[src/rtl/pipe_in_last_arbiter_if.sv]
// Bus bundle for pipe_in_last_arbiter: NUM_REQ PipeInLast sources merged into one sink,
// plus status outputs. slave is the arbiter side, master is the environment side.
interface pipe_in_last_arbiter_if #(
  parameter int width   = 32,
  parameter int NUM_REQ = 4
);
  logic [NUM_REQ-1:0]       in_enq__ENA;
  logic [NUM_REQ-1:0]       in_enq__RDY;
  logic [NUM_REQ*width-1:0] in_enq_v;
  logic [NUM_REQ-1:0]       in_enq_last;
  logic                     out_enq__ENA;
  logic                     out_enq__RDY;
  logic [width-1:0]         out_enq_v;
  logic                     out_enq_last;
  logic [NUM_REQ-1:0]       grant;
  logic                     locked;
  logic [15:0]              msg_count;
  logic                     protocol_err;

  modport slave (
    input  in_enq__ENA, in_enq_v, in_enq_last, out_enq__RDY,
    output in_enq__RDY, out_enq__ENA, out_enq_v, out_enq_last,
           grant, locked, msg_count, protocol_err
  );

  modport master (
    output in_enq__ENA, in_enq_v, in_enq_last, out_enq__RDY,
    input  in_enq__RDY, out_enq__ENA, out_enq_v, out_enq_last,
           grant, locked, msg_count, protocol_err
  );
endinterface

[src/rtl/pipe_in_last_arbiter.sv]
// Round-robin merge of NUM_REQ multi-beat sources onto one zero-latency sink; a source
// keeps the sink from its first beat until its last beat so messages never interleave.
module pipe_in_last_arbiter #(
  parameter int width   = 32,
  parameter int NUM_REQ = 4
) (
  input  logic                   CLK,
  input  logic                   nRST,
  pipe_in_last_arbiter_if.slave  io
);
  localparam int PW = $clog2(NUM_REQ);

  typedef enum logic {IDLE, LOCKED} state_t;

  state_t             state_q, state_d;
  logic [PW-1:0]      ptr_q, ptr_d, ptr_inc;
  logic [15:0]        cnt_q, cnt_d;
  logic               err_q;
  logic [NUM_REQ-1:0] rdy, bad;
  logic [width-1:0]   sel_v;
  logic               sel_last, beat;

  // Only the source at ptr is offered; any other enable is a protocol violation.
  for (genvar i = 0; i < NUM_REQ; i++) begin : g_src
    assign rdy[i] = io.out_enq__RDY & (ptr_q == PW'(i));
    assign bad[i] = io.in_enq__ENA[i] & ~rdy[i];
  end

  assign sel_v    = io.in_enq_v[ptr_q*width +: width];
  assign sel_last = io.in_enq_last[ptr_q];
  assign beat     = io.in_enq__ENA[ptr_q] & rdy[ptr_q];
  assign ptr_inc  = (ptr_q == PW'(NUM_REQ-1)) ? '0 : ptr_q + 1'b1;

  assign io.in_enq__RDY  = rdy;
  assign io.grant        = rdy;
  assign io.out_enq__ENA = beat;
  assign io.out_enq_v    = beat ? sel_v : '0;
  assign io.out_enq_last = beat & sel_last;
  assign io.locked       = (state_q == LOCKED);
  assign io.msg_count    = cnt_q;
  assign io.protocol_err = err_q;

  always_comb begin
    state_d = state_q;
    ptr_d   = ptr_q;
    cnt_d   = cnt_q;
    if (io.out_enq__RDY) begin
      case (state_q)
        IDLE: begin
          if (beat && sel_last) begin
            cnt_d = cnt_q + 16'd1;
            ptr_d = ptr_inc;
          end else if (beat) begin
            state_d = LOCKED;
          end else begin
            ptr_d = ptr_inc;
          end
        end
        LOCKED: begin
          if (beat && sel_last) begin
            state_d = IDLE;
            cnt_d   = cnt_q + 16'd1;
            ptr_d   = ptr_inc;
          end
        end
        default: state_d = IDLE;
      endcase
    end
  end

  always_ff @(posedge CLK) begin
    if (!nRST) begin
      state_q <= IDLE;
      ptr_q   <= '0;
      cnt_q   <= '0;
      err_q   <= 1'b0;
    end else begin
      state_q <= state_d;
      ptr_q   <= ptr_d;
      cnt_q   <= cnt_d;
      err_q   <= err_q | (|bad);
    end
  end
endmodule

[src/flat_wrapper.sv]
// flat-port wrapper written by rule: the top's interface ports become plain ports
module pipe_in_last_arbiter_flat 
#(
  parameter int width   = 32,
  parameter int NUM_REQ = 4
)
  (CLK, nRST, io_in_enq__ENA, io_in_enq_v, io_in_enq_last, io_out_enq__RDY, io_in_enq__RDY, io_out_enq__ENA, io_out_enq_v, io_out_enq_last, io_grant, io_locked, io_msg_count, io_protocol_err);
  pipe_in_last_arbiter_if #(.width(width), .NUM_REQ(NUM_REQ)) io_i ();
  input  logic CLK;
  input  logic nRST;
  input wire logic [$bits(io_i.in_enq__ENA)-1:0] io_in_enq__ENA;
  input wire logic [$bits(io_i.in_enq_v)-1:0] io_in_enq_v;
  input wire logic [$bits(io_i.in_enq_last)-1:0] io_in_enq_last;
  input wire logic [$bits(io_i.out_enq__RDY)-1:0] io_out_enq__RDY;
  output wire logic [$bits(io_i.in_enq__RDY)-1:0] io_in_enq__RDY;
  output wire logic [$bits(io_i.out_enq__ENA)-1:0] io_out_enq__ENA;
  output wire logic [$bits(io_i.out_enq_v)-1:0] io_out_enq_v;
  output wire logic [$bits(io_i.out_enq_last)-1:0] io_out_enq_last;
  output wire logic [$bits(io_i.grant)-1:0] io_grant;
  output wire logic [$bits(io_i.locked)-1:0] io_locked;
  output wire logic [$bits(io_i.msg_count)-1:0] io_msg_count;
  output wire logic [$bits(io_i.protocol_err)-1:0] io_protocol_err;
  assign io_i.in_enq__ENA = io_in_enq__ENA;
  assign io_i.in_enq_v = io_in_enq_v;
  assign io_i.in_enq_last = io_in_enq_last;
  assign io_i.out_enq__RDY = io_out_enq__RDY;
  assign io_in_enq__RDY = io_i.in_enq__RDY;
  assign io_out_enq__ENA = io_i.out_enq__ENA;
  assign io_out_enq_v = io_i.out_enq_v;
  assign io_out_enq_last = io_i.out_enq_last;
  assign io_grant = io_i.grant;
  assign io_locked = io_i.locked;
  assign io_msg_count = io_i.msg_count;
  assign io_protocol_err = io_i.protocol_err;
  pipe_in_last_arbiter #(.width(width), .NUM_REQ(NUM_REQ)) u_core (.CLK(CLK), .nRST(nRST), .io(io_i));
endmodule
[config.mk]
export PLATFORM = sky130hd
export DESIGN_NAME = pipe_in_last_arbiter_flat
export DESIGN_NICKNAME = d
export VERILOG_FILES = /design/src/rtl/pipe_in_last_arbiter_if.sv /design/src/rtl/pipe_in_last_arbiter.sv /design/src/flat_wrapper.sv
export SDC_FILE = /design/constraint.sdc
export NUM_CORES = 1
export LEC_CHECK = 0
export ABC_AREA = 0
export BUFFER_PORTS_ARGS = -buffer_cell sky130_fd_sc_hd__buf_2
export CAP_MARGIN = 20
export CORE_AREA = 2 2 78 80
export DETAILED_ROUTE_END_ITERATION = 7
export DIE_AREA = 0 0 80 82
export GPL_ROUTABILITY_DRIVEN = 1
export PLACE_DENSITY_LB_ADDON = 0.25
export SYNTH_ARGS = -nofsm -noshare
export SYNTH_HDL_FRONTEND = slang
export SYNTH_SLANG_ARGS = --single-unit
[constraint.sdc]
create_clock -name CLK -period 6.4 [get_ports CLK]
set_clock_uncertainty 0.2 [all_clocks]
set_input_delay 0.64 -clock CLK [delete_from_list [all_inputs] [get_ports CLK]]
set_output_delay 0.64 -clock CLK [all_outputs]
set_load 0.005 [all_outputs]
Word-level counts from Yosys, hierarchy flattened

Index checks and enable logic that the tools add are counted.

Divide/modulo/power cells: 0
Magnitude comparators: 1
Shift-type cells: 1
Equality and inequality tests: 5
Reductions and logical operators: 5
Bitwise gates (word level): 16
Mux-type cells: 17
$mul: 0
Add/subtract/negate cells: 2

Operators by type and width:

| kind                  | number |
|---|---|
| $shiftx 128x8->32     | 1 |
| $mux 32               | 1 |
| $add 16x1->16 const B | 1 |
| $mux 16               | 1 |
| $and 1x1->1           | 10 |
| $mux 2                | 4 |
| $bmux 1 s2            | 3 |
| $mux 1                | 6 |
| $not 1->1             | 5 |
| $eq 2x2->1 const B    | 2 |
| $pmux 2 s2            | 1 |
| $reduce_or 4->1       | 1 |
| $lt 2x3->1 const B    | 1 |
| $ne 3x3->1 const B    | 1 |
| $reduce_and 3->1      | 1 |
| $add 2x1->2 const B   | 1 |
| $eq 2x1->1 const B    | 1 |
| $logic_not 2->1       | 1 |
| $ne 2x2->1 const B    | 1 |
| $pmux 1 s2            | 1 |
| $reduce_and 2->1      | 1 |
| $logic_and 1x1->1     | 1 |
| $or 1x1->1            | 1 |

Input port bits: 139
Bits in read-only memories: 0
Register bits after elaboration: 20
Output and inout bits: 60
Bits in writable memories: 0
Logic and storage cells: 51
Latch bits: 0
Memories: 0

Depth between registers and ports, before layout

Gate-level depths: netlist (run 1).

Depth in word-level cells: 8
Depth in mapped cells: 10
Depth with buffers taken out: 7

Worst setup path before layout (run 1)

No wires, ideal clock.

Path kind: reg2out
From: register u_core.ptr_q[0]
To: output port io_out_enq_last
Cell stages (with the launch flop): 10
Arrival: 1.857 ns
Data required time: 5.560 ns
Setup slack: 3.703 ns
Buffers on the path: 3
Cell sequence: dfxtp_1 > buf_6 > inv_1 > ha_1 > and2_0 > mux4_2 > buf_6 > nand3_2 > buf_2 > inv_1

Cells in the longest elaborated chain, start to end: 6
Elaborated cells on any way between the ends: 16

RTL lines:

| element                            | RTL line                   | RTL |
|---|---|---|
| start: declaration                 | pipe_in_last_arbiter.sv:16 | `logic [PW-1:0] ptr_q, ptr_d, ptr_inc;` |
| start signal: assignment           | pipe_in_last_arbiter.sv:79 | `ptr_q <= ptr_d;` |
| $eq 2x1->1 (tied with other cells) | pipe_in_last_arbiter.sv:25 | `assign rdy[i] = io.out_enq__RDY & (ptr_q == PW'(i));` |
| $and 1x1->1                        | pipe_in_last_arbiter.sv:25 |  |
| $bmux 1 s2                         | pipe_in_last_arbiter.sv:31 | `assign beat = io.in_enq__ENA[ptr_q] & rdy[ptr_q];` |
| $mux 1 (implied by the code)       | pipe_in_last_arbiter.sv:31 |  |
| $and 1x1->1                        | pipe_in_last_arbiter.sv:31 |  |
| $and 1x1->1 (*)                    | pipe_in_last_arbiter.sv:38 | `assign io.out_enq_last = beat & sel_last;` |
| end: declaration                   | flat_wrapper.sv:18         | `output wire logic [$bits(io_i.out_enq_last)-1:0] io_out_enq_last;` |

Mark *: on every way between the ends. The rest lies on a longest branch, timed or not. The select of a mux whose other input is x is not followed.

Worst setup path in the final report (run 1)

From: register u_core.ptr_q[1]
To: output port io_out_enq_last

The elaborated chain is that of the path after synthesis.

==> out/results.md, run 1 <==
- 10.2 um2 — mean cell area of the mapped netlist
- sky130_fd_sc_hd__mux4_2 36%, sky130_fd_sc_hd__dfxtp_1 19%, sky130_fd_sc_hd__and3_1 9.3% — Area contributors post-synth
- 5.56 ns — required arrival time at the worst endpoint
- 537 — number of nets in the finished design
- 6.29 mm — placed wire-length estimate
- 37 — Max FO, Critical Path
- 2530 — via total after detailed routing
- 0 — antenna cells
- 33 — synth unique cells
- 0.591 — share of the cycle needed by the critical path after routing
- 211 — cells after synthesis
- 596 um — total met3 wirelength after detailed routing
- met4 — max layer used
- 80 um — Die Wd
- 0 — final count of hold timing violations
- 28 — Row Count
- 0.26 ns — clock latency reported for the late side of the worst-skew pair
- 7.67 mm — routed wire length
- 0 — cells resized by post-CTS repair
- 34 x sky130_fd_sc_hd__mux4_2, 32 x sky130_fd_sc_hd__and3_1, 20 x sky130_fd_sc_hd__dfxtp_1 — most instantiated cells after synthesis
- 199 — count of boundary I/O pins
- 0 ns — sum of negative setup slack
- 20 — CTS sink count
- 16.4 um — per-cell routed wire length
- sky130_fd_sc_hd__dfxtp_1 — dominant synthesized flop cell
- 0.0846 mV — Worst VDD drop
- 0.622 — share of post-route cells with drive strength above 1
- 0.405 — worst-case headroom to the max-slew limit
- 0.91 ns — largest stage delay on the critical path
- 403 um2 — area of all sequential standard cells
- 3.18 mm — M1 wire length
- 11.8 mm — global-route wire length before repair
- 0 — final antenna-violating net count
- 3120 um2 — standard cell area after detailed placement
- 463 — placed cells
- 0 — Slew Limit Fails
- 2.94 ns — data arrival time of the critical path
- 2 — count of buffer and inverter cells on the critical path
- 82 um — height of the die
- 2485 — vias in the first global route
- 536 — fill cell instance count of the final layout
- 264 MHz — max frequency
- 0.373 — effective utilization at floorplan
- 1.67 nW — P_leak
- 2150 um2 — synthesized cell area
- 0.357 — post-synth top area share
- 198 — # port buffers
- 48.5% — Synth-to-Final Area Change
- reg -> reg — Hold/Removal Path Class
- flip-flop — kind of launch point of the worst setup path
- 0.819 — Routability Congestion
- sky130_fd_sc_hd__mux4_2 — most common cell in the synthesized netlist
- 0.892 ns — measured slew at the worst slew-check pin
- 179 nW/um2 — power per cell area
- 3.78 ns — shortest clock period the worst path allows after layout
- 0 — count of final setup violators
- 3 — number of buffers added by the clock tree synthesis step
- 20 — register bit total from synthesis
- flip-flops — gate family responsible for the most delay along the worst path
- 0.234 — Total GRT Usage
- primary output — CP Capture Type
- 4 — iteration count of the initial detailed-routing pass
- complete, no violations — run status
- sky130_fd_sc_hd__clkbuf_8 — cell chosen for the clock root
- 0 — post-detailed-route DRC marker count
- sky130_fd_sc_hd__mux4_2 — cell type with the largest total area after synthesis
- 91 — 1st-iter DRT viols
- 0 — Congestion Overflow GR
- reg -> out — kind of critical path
- 355 — net count of the mapped netlist
- 0.08 ns — clock transition at the register clock pins on the worst setup and hold paths after CTS
- 467 — final instance count without filler cells
- 0 — antenna violations before repair
- 0 — postcts setup bufs
- sky130_fd_sc_hd__dfxtp_2 — slowest cell on the critical path
- 6560 um2 — area of the die
- 3.78 mm — Met2 Wirelength
- 0.187 — sequential share of the synthesized area
- 5.42 — number of vias per cell
- 1 — number of levels the H-tree was split into
- 0 — count of maximum capacitance violations
- 0 — async set-or-reset flop fraction in the synthesized netlist
- 42 — pin count of the biggest net entering global routing
- ha_1, and2_1, mux4_2, nand3_2, inv_1, buf_2 — series of cell instances along the critical path
- no — RSZ-0062 raised after global routing
- 0 — number of synthesis warnings
- 3190 um2 — cell area after layout
- 2 — maximum count of clock buffers along a single path
- 0 — Post-synth EDFFs
- 1570 um2 — total area of multi-input combinational cells
- done — clock tree from TritonCTS
- 0 — Hold Buf Count CTS
- 5750 um2 — area of the core
final timing paths:
check	end	depth (start not counted)	from	slack, ns
worst max-delay path	io_out_enq_last	6	u_core.ptr_q[1]	2.62
worst min register to register	u_core.io.msg_count[15]	2	u_core.io.msg_count[15]	0.28
worst min-delay path	u_core.io.msg_count[15]	2	u_core.io.msg_count[15]	0.28
worst max register to register	u_core.io.msg_count[7]	6	u_core.ptr_q[1]	3.09
cell type report:
class                   instances  share of cell area
repair buffers                199               0.313
multi-input cells             158               0.494
well taps                      75              0.0294
clock inverters                 1             0.00942
clock buffers                   3              0.0130
inverters                      11              0.0145
flip-flops and latches         20               0.126
power breakdown:
part | switching (W) | total [W] | internal, W
clock | 0.0000433 | 0.000127 | 0.0000835
sequential | 0.0000271 | 0.000157 | 0.000130
combinational | 0.000118 | 0.000286 | 0.000168
total | 0.000188 | 0.000569 | 0.000381
kinds of logic (layout without fill, tap and decap cells):
kind of cell / count (synthesis) / count (layout) / share of synthesized area
muxes: 38 / 38 / 0.376
and+or+nand+nor: 82 / 82 / 0.240
AOI/OAI and AO/OA: 32 / 32 / 0.0845
DFF: 20 / 20 / 0.187
xor gates and xnor gates: 1 / 1 / 0.00408
adders and majority gates: 5 / 5 / 0.0292
buffers and inverters: 33 / 214 / 0.0799
cell usage in the layout, fill, tap and decap left out:
cell type and n:
sky130_fd_sc_hd__buf_2 198, sky130_fd_sc_hd__mux4_2 34, sky130_fd_sc_hd__and3_1 32, sky130_fd_sc_hd__dfxtp_1 18, sky130_fd_sc_hd__a21oi_1 15, sky130_fd_sc_hd__nand2_1 11, sky130_fd_sc_hd__or3_1 10, sky130_fd_sc_hd__inv_1 9
sky130_fd_sc_hd__o21ai_0 7, sky130_fd_sc_hd__and2_1 6, sky130_fd_sc_hd__nand3_1 5, sky130_fd_sc_hd__ha_1 5, sky130_fd_sc_hd__mux2i_1 4, sky130_fd_sc_hd__o31ai_1 4, sky130_fd_sc_hd__or4_1 4, sky130_fd_sc_hd__o21ai_1 3
sky130_fd_sc_hd__nand4_1 3, sky130_fd_sc_hd__nor2_1 3, sky130_fd_sc_hd__clkbuf_8 3, sky130_fd_sc_hd__and4_1 2, sky130_fd_sc_hd__nand4_4 2, sky130_fd_sc_hd__dfxtp_2 2, sky130_fd_sc_hd__inv_6 1, sky130_fd_sc_hd__and2_0 1
sky130_fd_sc_hd__nand3_2 1, sky130_fd_sc_hd__clkinv_1 1, sky130_fd_sc_hd__o31a_1 1, sky130_fd_sc_hd__nor4_1 1, sky130_fd_sc_hd__o21a_1 1, sky130_fd_sc_hd__xor2_1 1, sky130_fd_sc_hd__nand2_2 1, sky130_fd_sc_hd__a222oi_1 1
sky130_fd_sc_hd__bufinv_16 1, sky130_fd_sc_hd__buf_4 1
worst register-to-register path, delay by kind of cell, from the launching register on:
family / cells / cell delay [ns]
flip-flops: 1 / 0.91
multiplexers: 1 / 0.68
AND/OR/NAND/NOR: 3 / 0.96
AO/OA/AOI/OAI: 1 / 0.14
adder cells (fa/ha/maj): 1 / 0.33
metrics by stage:
stage / utilization / setup WS, ns / hold WS [ns] / power [W]
after floorplan: - / 3.70 / 0.268 / 0.000352
after global placement: 0.542 / 2.97 / 0.262 / 0.000441
after detailed placement: 0.542 / 2.92 / 0.269 / 0.000447
after CTS: 0.555 / 2.63 / 0.282 / 0.000574
after global routing: 0.555 / 2.43 / 0.296 / 0.000606
final: 0.555 / 2.62 / 0.280 / 0.000569
sequential cells by signal (all words and copies together), names as in the netlist:
| name | cells |
|---|---|
| u_core.io.msg_count | 16 |
| u_core.ptr_q | 2 |
| u_core.io.locked | 1 |
| u_core.io.protocol_err | 1 |
per-layer routing:
| layer | track usage | up-vias |
|---|---|---|
| met1 | 0.295 | 1192 |
| li1 | - | 1189 |
| met5 | 0 | - |
| met3 | 0.0363 | 12 |
| met2 | 0.420 | 137 |
| met4 | 0.0559 | 0 |
Note: power is estimated with default switching activity, not from simulation.
==> run 2: changes to the inputs <==
--- a/config.mk
+++ b/config.mk
@@ -5,12 +5,11 @@
 export SDC_FILE = /design/constraint.sdc
 export NUM_CORES = 1
 export LEC_CHECK = 0
-export ABC_AREA = 0
+export ABC_AREA = 1
 export BUFFER_PORTS_ARGS = -buffer_cell sky130_fd_sc_hd__buf_2
 export CAP_MARGIN = 20
-export CORE_AREA = 2 2 78 80
+export CORE_UTILIZATION = 36
 export DETAILED_ROUTE_END_ITERATION = 7
-export DIE_AREA = 0 0 80 82
 export GPL_ROUTABILITY_DRIVEN = 1
 export PLACE_DENSITY_LB_ADDON = 0.25
 export SYNTH_ARGS = -nofsm -noshare
==> constraint.sdc (replaced) <==
create_clock -name CLK -period 3.3 [get_ports CLK]
set_clock_uncertainty 0.2 [all_clocks]
set_input_delay 0.33 -clock CLK [delete_from_list [all_inputs] [get_ports CLK]]
set_output_delay 0.33 -clock CLK [all_outputs]
set_load 0.005 [all_outputs]
==> run 2 against run 1 <==
Final area grew 9.6%. Clock-buffer cell count grew 1. Core utilization shrank 2.0 points. Largest cell class unchanged.
==> out/results.md, run 2 <==
- 0 — cells resized by post-CTS repair, unchanged
- 2.94 ns — shortest clock period the worst path allows after layout
- 0 — count of final setup violators, unchanged
- sky130_fd_sc_hd__clkbuf_8 — cell chosen for the clock root
- 0.00195 W — PnR Total Power, +240%
- 11 — worst reg2reg path depth, +5
- 85.3 um — Die Wd, +6.6%
- 29 — Row Count, +3.6%
- 0.258 — Total GRT Usage, +0.0243
- 71 — pin count of the biggest net entering global routing, +69%
- 7.77 mm — placed wire-length estimate, +24%
- 14.2 um — per-cell routed wire length, -14%
- 0 — count of maximum capacitance violations, unchanged
- 20 — register bit total from synthesis, unchanged
- 0.160 — sequential share of the synthesized area, -0.0261
- 0 — post-detailed-route DRC marker count, unchanged
- sky130_fd_sc_hd__dfxtp_1 — dominant synthesized flop cell
- 0.0251 — adder-cell share of the synthesized area, -0.00408
- 7270 um2 — area of the die, +11%
- 0 — multiplexer area fraction after synthesis, -0.376
- reg -> out — kind of critical path
- 40.0% — Synth-to-Final Area Change
- 3162 — vias in the first global route, +27%
- 340 MHz — max frequency
- 0 — antenna violations before repair, unchanged
- 1 — number of levels the H-tree was split into, unchanged
- 0.224 — post-synth top area share, -0.133
- 0 — postcts setup bufs, unchanged
- 198 — # port buffers, unchanged
- 0.371 — share of post-route cells with drive strength above 1, -0.252
- 0 — number of synthesis warnings, unchanged
- 2.41 ns — data arrival time of the critical path, -0.53 ns
- 2.77 ns — required arrival time at the worst endpoint, -2.79 ns
- 5.00 — number of vias per cell, -7.7%
- flip-flop — kind of launch point of the worst setup path
- 10.1 mm — routed wire length, +32%
- 198 x sky130_fd_sc_hd__buf_2, 149 x sky130_fd_sc_hd__nor2_1, 72 x sky130_fd_sc_hd__nand2_1 — most used cells in the layout excluding fill and tap cells
- nRST — startpoint of the tightest hold check path
- 0.26 ns — clock latency reported for the late side of the worst-skew pair, about the same
- 26 — synth unique cells, -21%
- 0.918 — Routability Congestion, +12%
- 0 — Hold Buf Count CTS, unchanged
- 16 — flip-flop count of the largest register, all copies and words added, unchanged
- 5 — iteration count of the initial detailed-routing pass, +1
- u_core.ptr_q[0] — worst reg2reg endpoint
- 609 — net count of the mapped netlist, +72%
- sky130_fd_sc_hd__nor2_1 — cell type with the largest total area after synthesis
- io_out_enq_v[11] — critical path capture point
- u_core.ptr_q[0] — Worst R2R Start
- 0.123 ns — worst hold margin, -0.156 ns
- sky130_fd_sc_hd__buf_2 — most common cell after layout, fill and taps aside
- 34 — Max FO, Critical Path, -8.1%
- 558 nW/um2 — power per cell area, +210%
- 0.252 — fraction of the mapped netlist area in compound gates, +0.167
- 0 — Slew Limit Fails, unchanged
- 1.84 nW — P_leak, +9.7%
- done — clock tree from TritonCTS
- 0.375 mV — Worst VDD drop, +340%
- u_core.ptr_q[1] — CP Launch Point
- 0 — Congestion Overflow GR, unchanged
- 3 — number of buffers added by the clock tree synthesis step, unchanged
- 0 — final antenna-violating net count, unchanged
- 0.421 — simple-gate share of the synthesized area, +0.181
- 0 — final count of hold timing violations, unchanged
- 465 — cells after synthesis, +120%
- 5.37 um2 — mean cell area of the mapped netlist, -47%
- 0.551 — worst-case headroom to the max-slew limit, +0.145
- 0 — async set-or-reset flop fraction in the synthesized netlist, unchanged
- 85.3 um — height of the die, +4.0%
- 784 — number of nets in the finished design, +46%
- no — RSZ-0062 raised after global routing
- 0.08 ns — clock transition at the register clock pins on the worst setup and hold paths after CTS, about the same
- 149 x sky130_fd_sc_hd__nor2_1, 72 x sky130_fd_sc_hd__nand2_1, 66 x sky130_fd_sc_hd__o21ai_0 — most instantiated cells after synthesis
- 0.891 — share of the cycle needed by the critical path after routing
- in -> reg — Hold/Removal Path Class
- 0.73 ns — register-to-register path setup slack, -2.36 ns
- 0 — antenna cells, unchanged
- 6530 um2 — area of the core, +14%
- complete, no violations — run status
- simple AND/OR/NAND/NOR gates — largest family of logic cells by synthesized area
- primary output — CP Capture Type
- 2490 um2 — synthesized cell area, +16%
- 0.0246 — share of the synthesized netlist area taken by xor and xnor gates, +0.0205
- 2 — maximum count of clock buffers along a single path, unchanged
- 0 ns — sum of negative setup slack, unchanged
- 199 — count of boundary I/O pins, unchanged
- 3580 — via total after detailed routing, +42%
- sky130_fd_sc_hd__nor2_1 22%, sky130_fd_sc_hd__dfxtp_1 16%, sky130_fd_sc_hd__o21ai_0 13% — Area contributors post-synth
- 182 — 1st-iter DRT viols, +100%
- 0.382 — effective utilization at floorplan, +0.00852
- 15.0 mm — global-route wire length before repair, +28%
- 0 — Post-synth EDFFs, unchanged
- sky130_fd_sc_hd__nor2_1 — most common cell in the synthesized netlist
- 20 — CTS sink count, unchanged
- 0.672 ns — measured slew at the worst slew-check pin, -0.220 ns
run 2: cell types whose count changed in the layout (fill, tap and decap cells not counted), sizes merged, moves of 10 or more:
| cell | change |
|---|---|
| mux4 | -34 |
| nand2 | +72 |
| inv | +15 |
| o21ai | +56 |
| a21oi | +36 |
| nor2 | +146 |
| or3 | -10 |
| and3 | -32 |
run 2: cell type report:
class                      instances  area [um2]
fill                             712        3040
multi-input combinational        385        1800
timing repair buffer             203        1030
sequential                        20         402
inverter                          27         109
tap                               77        96.3
clock buffer                       4        55.1
run 2: logic make-up (layout without fill, tap and decap cells):
group	count (synthesis)	after routing
compound gates	118	118
fa+ha+maj	5	5
buf+inv	60	234
flops	20	20
xor+xnor	7	7
simple gates	255	255
run 2: metal layers:
layer / vias to the layer above / GRT usage / wire, um
met2: 147 / 0.444 / 4920
met1: 1572 / 0.321 / 4100
met4: 0 / 0.0985 / 291
li1: 1837 / - / -
met3: 24 / 0.0438 / 816
met5: - / 0 / 0
run 2: how the worst min path moves through the flow:
| stage | end | slack, ns | depth (start not counted) |
|---|---|---|---|
| detailed placement | u_core.io.msg_count[15] | 0.29 | 2 |
| CTS | u_core.ptr_q[1] | 0.12 | 3 |
| floorplan | u_core.ptr_q[1] | 0.25 | 2 |
| global route | u_core.ptr_q[1] | 0.13 | 3 |
| finish | u_core.ptr_q[1] | 0.12 | 3 |
| global placement | u_core.io.msg_count[15] | 0.28 | 2 |
run 2: power by group:
group          leakage [nW]  internal [W]  switching [W]
clock                0.0288      0.000106      0.0000907
combinational          1.64      0.000526       0.000929
sequential            0.163      0.000263      0.0000322
run 2: critical path, cell delays in order (launching register included):
cell,delay (ns)
sky130_fd_sc_hd__dfxtp_1,0.45
sky130_fd_sc_hd__buf_4,0.36
sky130_fd_sc_hd__ha_1,0.24
sky130_fd_sc_hd__nand4_1,0.12
sky130_fd_sc_hd__nand3_2,0.14
sky130_fd_sc_hd__nand2_2,0.39
sky130_fd_sc_hd__a21oi_1,0.29
sky130_fd_sc_hd__buf_2,0.15
run 2: metrics by stage:
stage	std cells	instance area [um2]	setup WS, ns	util
3_5_place_dp	712	3440	0.662	0.526
2_1_floorplan	465	2490	0.986	-
5_1_grt	716	3490	0.123	0.535
6_report	716	3490	0.358	0.535
4_1_cts	716	3490	0.354	0.535
3_3_place_gp	712	3440	0.788	0.526
==> run 3: changes to the inputs <==
--- a/config.mk
+++ b/config.mk
@@ -8,7 +8,7 @@
 export ABC_AREA = 1
 export BUFFER_PORTS_ARGS = -buffer_cell sky130_fd_sc_hd__buf_2
 export CAP_MARGIN = 20
-export CORE_UTILIZATION = 36
+export CORE_UTILIZATION = 43
 export DETAILED_ROUTE_END_ITERATION = 7
 export GPL_ROUTABILITY_DRIVEN = 1
 export PLACE_DENSITY_LB_ADDON = 0.25
==> constraint.sdc (replaced) <==
create_clock -name CLK -period 3.65 [get_ports CLK]
set_clock_uncertainty 0.2 [all_clocks]
set_input_delay 0.365 -clock CLK [delete_from_list [all_inputs] [get_ports CLK]]
set_output_delay 0.365 -clock CLK [all_outputs]
set_load 0.005 [all_outputs]
==> run 3 against run 2 <==
Flip-flop and latch count did not move. Power fell by 9.0%. Global-route usage grew 4.6 points. Register-to-register slack gained 0.31 ns. Worst hold slack better by 0.053 ns. Critical path depth is 2 higher.
==> out/results.md, run 3 (synthesis results as in run 2) <==
- complete, no violations — run status
- 0 — Slew Limit Fails, unchanged
- 0.149 — power share of the sequential group, -0.003
- 0 — post-detailed-route DRC marker count, unchanged
- 402 um2 — area of all sequential standard cells, unchanged
- 0.07 ns — clock transition at the register clock pins on the worst setup and hold paths after CTS, about the same
- 0 — count of maximum capacitance violations, unchanged
- 78.2 um — height of the die, -8.3%
- 0.000987 W — Switch Pwr, -6.2%
- 0.000785 W — Internal Dissipation, -12%
- 70 — Max FO, Critical Path, +110%
- done — clock tree from TritonCTS
- 6110 um2 — area of the die, -16%
- 10.1 mm — routed wire length, -0.81%
- 7.74 mm — placed wire-length estimate, -0.44%
- 71 — pin count of the biggest net entering global routing, unchanged
- 199 — count of boundary I/O pins, unchanged
- 2 — maximum count of clock buffers along a single path, unchanged
- 5.26 — number of vias per cell, +5.1%
- 0.285 mV — Worst VDD drop, -24%
- 0 ns — sum of negative setup slack, unchanged
- primary output — CP Capture Type
- 3470 um2 — cell area after layout, -0.79%
- 14.8 mm — global-route wire length before repair, -1.4%
- no — RSZ-0062 raised after global routing
- flip-flop — kind of launch point of the worst setup path
- sky130_fd_sc_hd__clkbuf_8 — cell chosen for the clock root
- 5 — iteration count of the initial detailed-routing pass, unchanged
- 3042 — vias in the first global route, -3.8%
- 0.25 ns — clock latency reported for the late side of the worst-skew pair, about the same
- 709 — final instance count without filler cells, -0.98%
- 20 — CTS sink count, unchanged
- 27 — Row Count, -6.9%
- 3.08 ns — required arrival time at the worst endpoint, +0.31 ns
- 198 x sky130_fd_sc_hd__buf_2, 149 x sky130_fd_sc_hd__nor2_1, 72 x sky130_fd_sc_hd__nand2_1 — most used cells in the layout excluding fill and tap cells
- 198 — # port buffers, unchanged
- 0.450 — effective utilization at floorplan, +0.0683
- 1 — number of levels the H-tree was split into, unchanged
- 0 — Hold Buf Count CTS, unchanged
- reg -> out — kind of critical path
- 316 — 1st-iter DRT viols, +74%
- 0 — antenna cells, unchanged
- 1800 um2 — total area of multi-input combinational cells, unchanged
- 328 MHz — max frequency
- 0.369 — share of post-route cells with drive strength above 1, -0.00198
- 0.557 — switching portion of total power, +0.0170
- 0.176 ns — worst hold margin, +0.0526 ns
- 1.82 nW — P_leak, -0.67%
- 3420 um2 — standard cell area after detailed placement, -0.40%
- 38.9% — Synth-to-Final Area Change
- 0.835 — share of the cycle needed by the critical path after routing
- 14.2 um — per-cell routed wire length, +0.17%
- 0 — Congestion Overflow GR, unchanged
- 3 — number of buffers added by the clock tree synthesis step, unchanged
- in -> reg — Hold/Removal Path Class
- 0.304 — Total GRT Usage, +0.0465
- 0 — postcts setup bufs, unchanged
- 0 — antenna violations before repair, unchanged
- 16 — flip-flop count of the largest register, all copies and words added, unchanged
- 0.534 — worst-case headroom to the max-slew limit, -0.0169
- 0 — cells resized by post-CTS repair, unchanged
- 0 — count of final setup violators, unchanged
- 0.870 — Routability Congestion, -5.3%
- 5540 um2 — area of the core, -15%
- 706 — placed cells, -0.84%
- 3.05 ns — shortest clock period the worst path allows after layout
- sky130_fd_sc_hd__buf_2 — most common cell after layout, fill and taps aside
- 0.080 — clock network fraction of total power, -0.021
- 783 — number of nets in the finished design, -0.13%
- 3726 — via total after detailed routing, +4.1%
- 78.2 um — Die Wd, -8.3%
- 0.771 — Gate power share, +0.024
- 579 — fill cell instance count of the final layout, -19%
- 0.697 ns — measured slew at the worst slew-check pin, +0.0252 ns
- 511 nW/um2 — power per cell area, -8.3%
- 2.48 ns — data arrival time of the critical path, +0.07 ns
- 0 — final antenna-violating net count, unchanged
- 0 — final count of hold timing violations, unchanged
run 3: cell types whose count changed in the layout (fill, tap and decap cells not counted), sizes merged:
cell | previous run | this run
buf | 203 | 202
clkbuf | 4 | 3
run 3: area by class of cell:
class                   count  area share
multi-input cells         385       0.520
repair buffers            202       0.295
flip-flops and latches     20       0.116
inverters                  27      0.0314
well taps                  72      0.0260
clock buffers               3      0.0119
run 3: critical path, stage by stage (launching register included):
cell and delay (ns):
sky130_fd_sc_hd__dfxtp_2 0.38, sky130_fd_sc_hd__inv_6 0.32, sky130_fd_sc_hd__ha_1 0.21, sky130_fd_sc_hd__nand2_1 0.07
sky130_fd_sc_hd__inv_1 0.10, sky130_fd_sc_hd__nand2_1 0.07, sky130_fd_sc_hd__nand3_2 0.09, sky130_fd_sc_hd__nand2_2 0.40
sky130_fd_sc_hd__a21oi_1 0.38, sky130_fd_sc_hd__buf_2 0.17
run 3: final timing paths:
| kind | start | end | slack [ns] | depth (start not counted) |
|---|---|---|---|---|
| setup / recovery | u_core.ptr_q[0] | io_out_enq_v[22] | 0.60 | 9 |
| hold / removal | nRST | u_core.ptr_q[1] | 0.18 | 3 |
| setup reg to reg | u_core.ptr_q[0] | u_core.ptr_q[1] | 1.04 | 10 |
| hold reg to reg | u_core.io.msg_count[15] | u_core.io.msg_count[15] | 0.30 | 2 |
run 3: metal layers:
metal | global-route usage | routed length [um]
met5 | 0 | 0
met4 | 0.0519 | 103
met3 | 0.0581 | 1270
met2 | 0.466 | 4380
met1 | 0.443 | 4290
run 3: power groups by stage:
stage	Combinational [W]	Sequential (W)	Clock [W]
5_1_grt	0.00150	0.000268	0.000155
3_5_place_dp	0.00133	0.000269	0
6_report	0.00137	0.000264	0.000142
2_1_floorplan	0.000925	0.000258	0
3_3_place_gp	0.00132	0.000268	0
4_1_cts	0.00134	0.000264	0.000149
run 3: per-stage QoR:
step	util	worst slack, ns	power, W
floorplan	-	1.30	0.00118
global placement	0.618	1.03	0.00159
detailed placement	0.618	0.936	0.00160
CTS	0.626	0.657	0.00175
global route	0.626	0.414	0.00193
finish	0.626	0.602	0.00177
